===== src/rtl/subst_pkg.sv =====
// Shared types and helpers for the streaming neighbour-sum substitution stage.
// Used by subst_stream and its line buffer.
package subst_pkg;

    typedef enum logic [1:0] {
        IDLE,
        RUN,
        DRAIN
    } state_t;

    localparam logic MODE_ENC = 1'b0;
    localparam logic MODE_DEC = 1'b1;

    // Wide enough for p + 3F with PIX_W up to 31 bits.
    localparam int RED_W = 34;

    // Brings any x in [0,4f) into [0,f) with three conditional subtracts, no divider.
    function automatic logic [RED_W-1:0] mod_reduce(input logic [RED_W-1:0] x,
                                                    input logic [RED_W-1:0] f);
        logic [RED_W-1:0] r;
        r = x;
        for (int i = 0; i < 3; i++) begin
            if (r >= f) begin
                r = r - f;
            end
        end
        return r;
    endfunction

endpackage


===== src/rtl/subst_line_buf.sv =====
// One-row line buffer: combinational read and registered write at the same
// column address, so a read in the write cycle returns the previous row's pixel.
module subst_line_buf #(
    parameter int PIX_W  = 8,
    parameter int IMG_W  = 256,
    parameter int ADDR_W = $clog2(IMG_W)
) (
    input  logic              clk,
    input  logic              we,
    input  logic [ADDR_W-1:0] addr,
    input  logic [PIX_W-1:0]  wdata,
    output logic [PIX_W-1:0]  rdata
);

    logic [PIX_W-1:0] mem_q [IMG_W];

    assign rdata = mem_q[addr];

    always_ff @(posedge clk) begin
        if (we) begin
            mem_q[addr] <= wdata;
        end
    end

endmodule


===== src/rtl/subst_stream.sv =====
// Streaming neighbour-sum substitution (encrypt) and its inverse (decrypt), one pixel
// per handshake. Define SUBST_RANGE_CHECK_EN to build the sticky out-of-domain err flag.
module subst_stream
    import subst_pkg::*;
#(
    parameter int PIX_W = 8,
    parameter int IMG_W = 256,
    parameter int IMG_H = 256
) (
    input  logic             clk,
    input  logic             rst,
    input  logic             start,
    input  logic             mode,
    input  logic [PIX_W-1:0] key_m,
    input  logic [PIX_W-1:0] key_n,
    input  logic [PIX_W:0]   key_f,
    input  logic             s_valid,
    output logic             s_ready,
    input  logic [PIX_W-1:0] s_data,
    output logic             m_valid,
    input  logic             m_ready,
    output logic [PIX_W-1:0] m_data,
    output logic             m_last,
    output logic             busy,
    output logic             done,
    output logic             err
);

    localparam int COL_W = $clog2(IMG_W);
    localparam int ROW_W = $clog2(IMG_H);
    localparam logic [COL_W-1:0] COL_LAST = COL_W'(IMG_W - 1);
    localparam logic [ROW_W-1:0] ROW_LAST = ROW_W'(IMG_H - 1);

    state_t           state_q, state_d;
    logic [ROW_W-1:0] row_q, row_d;
    logic [COL_W-1:0] col_q, col_d;
    logic             mode_q, mode_d;
    logic [PIX_W-1:0] km_q, km_d;
    logic [PIX_W-1:0] kn_q, kn_d;
    logic [PIX_W:0]   f_q, f_d;
    logic [PIX_W-1:0] l_q, l_d;
    logic [PIX_W-1:0] ul_q, ul_d;
    logic             m_valid_q, m_valid_d;
    logic [PIX_W-1:0] m_data_q, m_data_d;
    logic             m_last_q, m_last_d;
    logic             done_q, done_d;

    logic [PIX_W-1:0] up;
    logic [PIX_W-1:0] result;
    logic [PIX_W-1:0] plain;
    logic [RED_W-1:0] terms;
    logic [RED_W-1:0] f_ext;
    logic [RED_W-1:0] pre_red;
    logic             accept;
    logic             last_pix;
    logic             key_ok;

    assign s_ready  = (state_q == RUN) && (!m_valid_q || m_ready);
    assign accept   = s_valid && s_ready;
    assign last_pix = (row_q == ROW_LAST) && (col_q == COL_LAST);
    // Legal modulus is 1..2^PIX_W: either the top bit is clear, or it is exactly 2^PIX_W.
    assign key_ok   = (key_f != '0) && (!key_f[PIX_W] || (key_f[PIX_W-1:0] == '0));

    assign m_valid = m_valid_q;
    assign m_data  = m_data_q;
    assign m_last  = m_last_q;
    assign busy    = (state_q != IDLE);
    assign done    = done_q;

    subst_line_buf #(
        .PIX_W (PIX_W),
        .IMG_W (IMG_W),
        .ADDR_W(COL_W)
    ) u_line_buf (
        .clk  (clk),
        .we   (accept),
        .addr (col_q),
        .wdata(plain),
        .rdata(up)
    );

    // Neighbours are always plaintext; decrypt adds 3F so the subtraction never underflows.
    always_comb begin
        terms = '0;
        f_ext = RED_W'(f_q);
        if (row_q == '0 && col_q == '0) begin
            terms = RED_W'(kn_q);
        end else if (row_q == '0) begin
            terms = RED_W'(km_q);
        end else if (col_q == '0) begin
            terms = RED_W'(up);
        end else begin
            terms = RED_W'(l_q) + RED_W'(up) + RED_W'(ul_q);
        end
        if (mode_q == MODE_DEC) begin
            pre_red = RED_W'(s_data) + (f_ext << 1) + f_ext - terms;
        end else begin
            pre_red = RED_W'(s_data) + terms;
        end
        result = PIX_W'(mod_reduce(pre_red, f_ext));
        plain  = (mode_q == MODE_ENC) ? s_data : result;
    end

    always_comb begin
        state_d   = state_q;
        row_d     = row_q;
        col_d     = col_q;
        mode_d    = mode_q;
        km_d      = km_q;
        kn_d      = kn_q;
        f_d       = f_q;
        l_d       = l_q;
        ul_d      = ul_q;
        m_valid_d = m_valid_q;
        m_data_d  = m_data_q;
        m_last_d  = m_last_q;
        done_d    = 1'b0;

        case (state_q)
            IDLE: begin
                if (start && key_ok) begin
                    state_d = RUN;
                    row_d   = '0;
                    col_d   = '0;
                    mode_d  = mode;
                    km_d    = key_m;
                    kn_d    = key_n;
                    f_d     = key_f;
                end
            end
            RUN: begin
                if (accept) begin
                    if (col_q == COL_LAST) begin
                        col_d = '0;
                        row_d = row_q + 1'b1;
                    end else begin
                        col_d = col_q + 1'b1;
                    end
                    if (last_pix) begin
                        state_d = DRAIN;
                    end
                end
            end
            DRAIN: begin
                if (m_valid_q && m_ready && m_last_q) begin
                    state_d = IDLE;
                    done_d  = 1'b1;
                end
            end
            default: state_d = IDLE;
        endcase

        // The output register only moves when empty or drained, so data holds under backpressure.
        if (accept) begin
            l_d       = plain;
            ul_d      = up;
            m_valid_d = 1'b1;
            m_data_d  = result;
            m_last_d  = last_pix;
        end else if (m_ready) begin
            m_valid_d = 1'b0;
            m_last_d  = 1'b0;
        end
    end

    always_ff @(posedge clk) begin
        if (rst) begin
            state_q   <= IDLE;
            row_q     <= '0;
            col_q     <= '0;
            mode_q    <= MODE_ENC;
            km_q      <= '0;
            kn_q      <= '0;
            f_q       <= '0;
            l_q       <= '0;
            ul_q      <= '0;
            m_valid_q <= 1'b0;
            m_data_q  <= '0;
            m_last_q  <= 1'b0;
            done_q    <= 1'b0;
        end else begin
            state_q   <= state_d;
            row_q     <= row_d;
            col_q     <= col_d;
            mode_q    <= mode_d;
            km_q      <= km_d;
            kn_q      <= kn_d;
            f_q       <= f_d;
            l_q       <= l_d;
            ul_q      <= ul_d;
            m_valid_q <= m_valid_d;
            m_data_q  <= m_data_d;
            m_last_q  <= m_last_d;
            done_q    <= done_d;
        end
    end

`ifdef SUBST_RANGE_CHECK_EN
    logic err_q, err_d;

    // A fresh frame restarts the flag, seeded by whether its own keys are in range.
    always_comb begin
        err_d = err_q;
        if (state_q == IDLE && start && key_ok) begin
            err_d = ({1'b0, key_m} >= key_f) || ({1'b0, key_n} >= key_f);
        end else if (accept && ({1'b0, s_data} >= f_q)) begin
            err_d = 1'b1;
        end
    end

    always_ff @(posedge clk) begin
        if (rst) begin
            err_q <= 1'b0;
        end else begin
            err_q <= err_d;
        end
    end

    assign err = err_q;
`else
    assign err = 1'b0;
`endif

endmodule


===== config.mk =====
export PLATFORM = sky130hd
export DESIGN_NAME = subst_stream
export DESIGN_NICKNAME = d
export VERILOG_FILES = /design/src/rtl/subst_pkg.sv /design/src/rtl/subst_line_buf.sv /design/src/rtl/subst_stream.sv
export SDC_FILE = /design/constraint.sdc
export NUM_CORES = 2
export LEC_CHECK = 0
export BUFFER_PORTS_ARGS = -buffer_cell sky130_fd_sc_hd__buf_2
export CORE_ASPECT_RATIO = 1.5
export CORE_UTILIZATION = 40
export CTS_BUF_LIST = sky130_fd_sc_hd__clkbuf_8
export DETAILED_ROUTE_END_ITERATION = 8
export PLACE_DENSITY = 0.66
export SLEW_MARGIN = 40
export SYNTH_ARGS = -nofsm -noshare
export SYNTH_HDL_FRONTEND = slang
export SYNTH_SLANG_ARGS = --single-unit

===== constraint.sdc =====
create_clock -name clk -period 33.2 [get_ports clk]
set_input_delay 3.32 -clock clk [delete_from_list [all_inputs] [get_ports clk]]
set_output_delay 3.32 -clock clk [all_outputs]
set_load 0.01 [all_outputs]

==> impl_metrics.csv <==
group,metric,value,unit
synth,synth.area.top_cells,"edfxtp_1 (72%), mux4_2 (18%), dfxtp_1 (1.8%)",
clocking,clk_pin_slew,70,ps
synth,syn_area,85600,µm²
global_route,grt_use_total,18.8,%
flow_run,max_cap_viol_count,0,
global_route,busiest_layer,"met2",
synth,yosysWarnings,0,
synth,synth_edf_count,2048,
global_route,met3_usage,2.70,%
placed_design,hpwl,128000,µm
die,start_util,40.3,%
global_route,use_met2,34.1,%
sta,fmax,0.0488,GHz
setup_path,path_class,"reg2reg",
synth,postSynthAreaPerCell,21.0,µm²
layout,drive_above_1_share,31.1,%
sta,worstMarginPinSlew,873,ps
placed_design,gp_congestion,0.871,
pwr,peakVddDrop,0.0622,mV
sta,setup_slack,12690,ps
setup_path,cp-end-kind,"flip-flop",
clocking,clockRootBuffer,"clkbuf_8",
setup_path,arrival,21090,ps
drt,vias,41221,
clocking,cts_resized,0,
setup_path,regToRegSetupSlack,12690,ps
global_route,grt_pass1_vias,43629,
sta,finalSetupTns,0,ps
drt,drt_iter0_markers,3668,
setup_path,crit_slowest_cell,"dfxtp_4",
die,ios,53,
clocking,clock_path_buffers,4,
layout,syn_to_final_growth,11.7,%
synth,synth.top_cell.area_share,71.8,%
hold_path,min_from,"km_q[3]",
drt,drc,0,
sta,fin_crit_sh,61.8,%
global_route,antenna_found_initial,4,
global_route,grt_max_degree,178,
synth,ys_types,70,
hold_path,hold_depth,2,
sta,hold_viol_final,0,
synth,netlist_instances,4082,
global_route,grt_pass1_wl,299000,µm
synth,synthArstFlopShare,0,%
placed_design,dp_slack,12530,ps
sta,finClkSkew,100,ps
pwr,p_leak,28.6,nW
synth,synth_flop_cell,"edfxtp_1",
setup_path,r2r_end,"u_line_buf.mem_q[34][0]",
die,die_y,569,µm
setup_path,start_kind,"flip-flop",
synth,yosys.area.top_type,"edfxtp_1",
drt,drt-wirelength-per-cell,27.8,µm
sta,setup_viol,0,
layout,mostFrequentLayoutCell,"edfxtp_1",
clocking,post_cts_buffers,0,
synth,ys_seq_area_share,73.7,%
layout,fillCellCount,17742,
drt,vias_per_cell,5.63,
global_route,gr-total-overflow,0,
global_route,met1_usage,21.6,%
sta,slew_headroom,41.6,%
layout,layout_common_cells,"edfxtp_1 (2,048), mux4_2 (680), clkbuf_8 (313)",
drt,postRouteAntennaNets,0,
clocking,cts_tree,"done",
die,num_rows,207,
die,die_area,216000,µm²
die,coreArea,212000,µm²
setup_path,worstRegToRegCells,61,
clocking,h-tree-depth,5,
die,die_w,380,µm
placed_design,numPortBuffers,51,
synth,synth_fp_nets,4216,
setup_path,slowest_delay,790,ps
clocking,clock_latency,950,ps
sta,finalCriticalPeriod,20510,ps
status,status,"completed",
drt,drt-total-wl,204000,µm
pwr,power.density,63.9,nW/µm²
clocking,cts_hold_buffers,0,
clocking,cts_buffers,298,
setup_path,cp_data_required_time,33780,ps
sta,finalMaxSlewViolations,0,
clocking,clkSinkCount,2127,
setup_path,crit_fanout,105,
sta,rsz0062_at_grt,"no",
layout,nets,4422,
hold_path,min_to,"km_q[3]",
hold_path,hp-class,"reg2reg",
drt,dr.pass1.iters,5,
synth,ys_ff_latch,2127,
-- cell type report --
class,instances,area [µm²],share of cell area (%)
Clock buffer,313,4310,4.51
Timing Repair Buffer,125,1060,1.10
Multi-Input combinational cell,1673,22200,23.2
Inverter,63,236,0.247
Tap cell,2821,3530,3.69
Clock inverter,202,1190,1.24
Antenna cell,2,5.00,0.00524
Sequential cell,2127,63100,66.0
-- power by group --
part           internal [mW]  total, mW  switching (mW)
Combinational          0.298      0.996           0.698
Clock                  0.968       1.93           0.963
Sequential              3.17       3.18         0.00458
-- worst max-delay path by stage --
stage | endpoint | slack, ps | cells after the start
6_report | u_line_buf.mem_q[34][0] | 12690 | 61
5_1_grt | u_line_buf.mem_q[35][0] | 11200 | 61
4_1_cts | u_line_buf.mem_q[102][4] | 12470 | 62
3_3_place_gp | u_line_buf.mem_q[114][4] | 12600 | 62
3_5_place_dp | u_line_buf.mem_q[114][4] | 12530 | 59
2_1_floorplan | u_line_buf.mem_q[0][0] | 10610 | 56
-- through the flow --
stage               cells  util [%]  hold slack, ps  cell area (µm²)  total power [mW]
floorplan            4082         -             433            85600              3.91
global placement     6800      42.0             442            89300              4.19
detailed placement   6803      42.3             447            89800              4.23
CTS                  7318      44.9             456            95300              6.14
global route         7325      45.0             483            95600              6.32
finish               7326      45.0             455            95600              6.11
-- flip-flops by register name, indices dropped and copies added, names as in the netlist, named ones only --
name              count
u_line_buf.mem_q   2048
f_q                   9
col_q                 8
km_q                  8
kn_q                  8
l_q                   8
m_data                8
row_q                 8
ul_q                  8
state_q               2
done                  1
m_last                1
m_valid               1
mode_q                1
-- cells in the mapped netlist (18+ instances only) --
library cell,instances
a21o_1,18
a21oi_1,104
buf_1,83
clkbuf_1,131
dfxtp_1,79
edfxtp_1,2048
fa_1,30
ha_1,65
inv_1,61
mux2i_1,20
mux4_2,680
nand2_1,122
nand3_1,39
nor2_1,321
o21ai_0,55
xnor2_1,24
xor2_1,20
-- routing by layer --
layer,wire (µm),vias to the layer above
met2,110000,1425
met3,10100,391
li1,-,17313
met4,10500,4
met5,18,-
met1,73100,22088
-- logic make-up after synthesis --
| kind of cell | Yosys count | synth area share (%) |
|---|---|---|
| adders and majority gates | 95 | 1.65 |
| DFF | 2127 | 73.7 |
| and+or+nand+nor | 562 | 2.78 |
| xor gates and xnor gates | 44 | 0.450 |
| AOI/OAI and AO/OA | 255 | 1.84 |
| other | 1 | 0.00438 |
| muxes | 716 | 18.3 |
| buffers and inverters | 282 | 1.25 |
-- critical path, delay by kind of cell (launching register included) --
family / cells / cell delay [ps]
simple gates: 12 / 2360
fa+ha+maj: 10 / 3770
buf+inv: 10 / 4790
xor+xnor: 1 / 160
mux: 7 / 3200
flops: 1 / 790
compound gates: 21 / 4800
(Power assumes the default switching activity.)
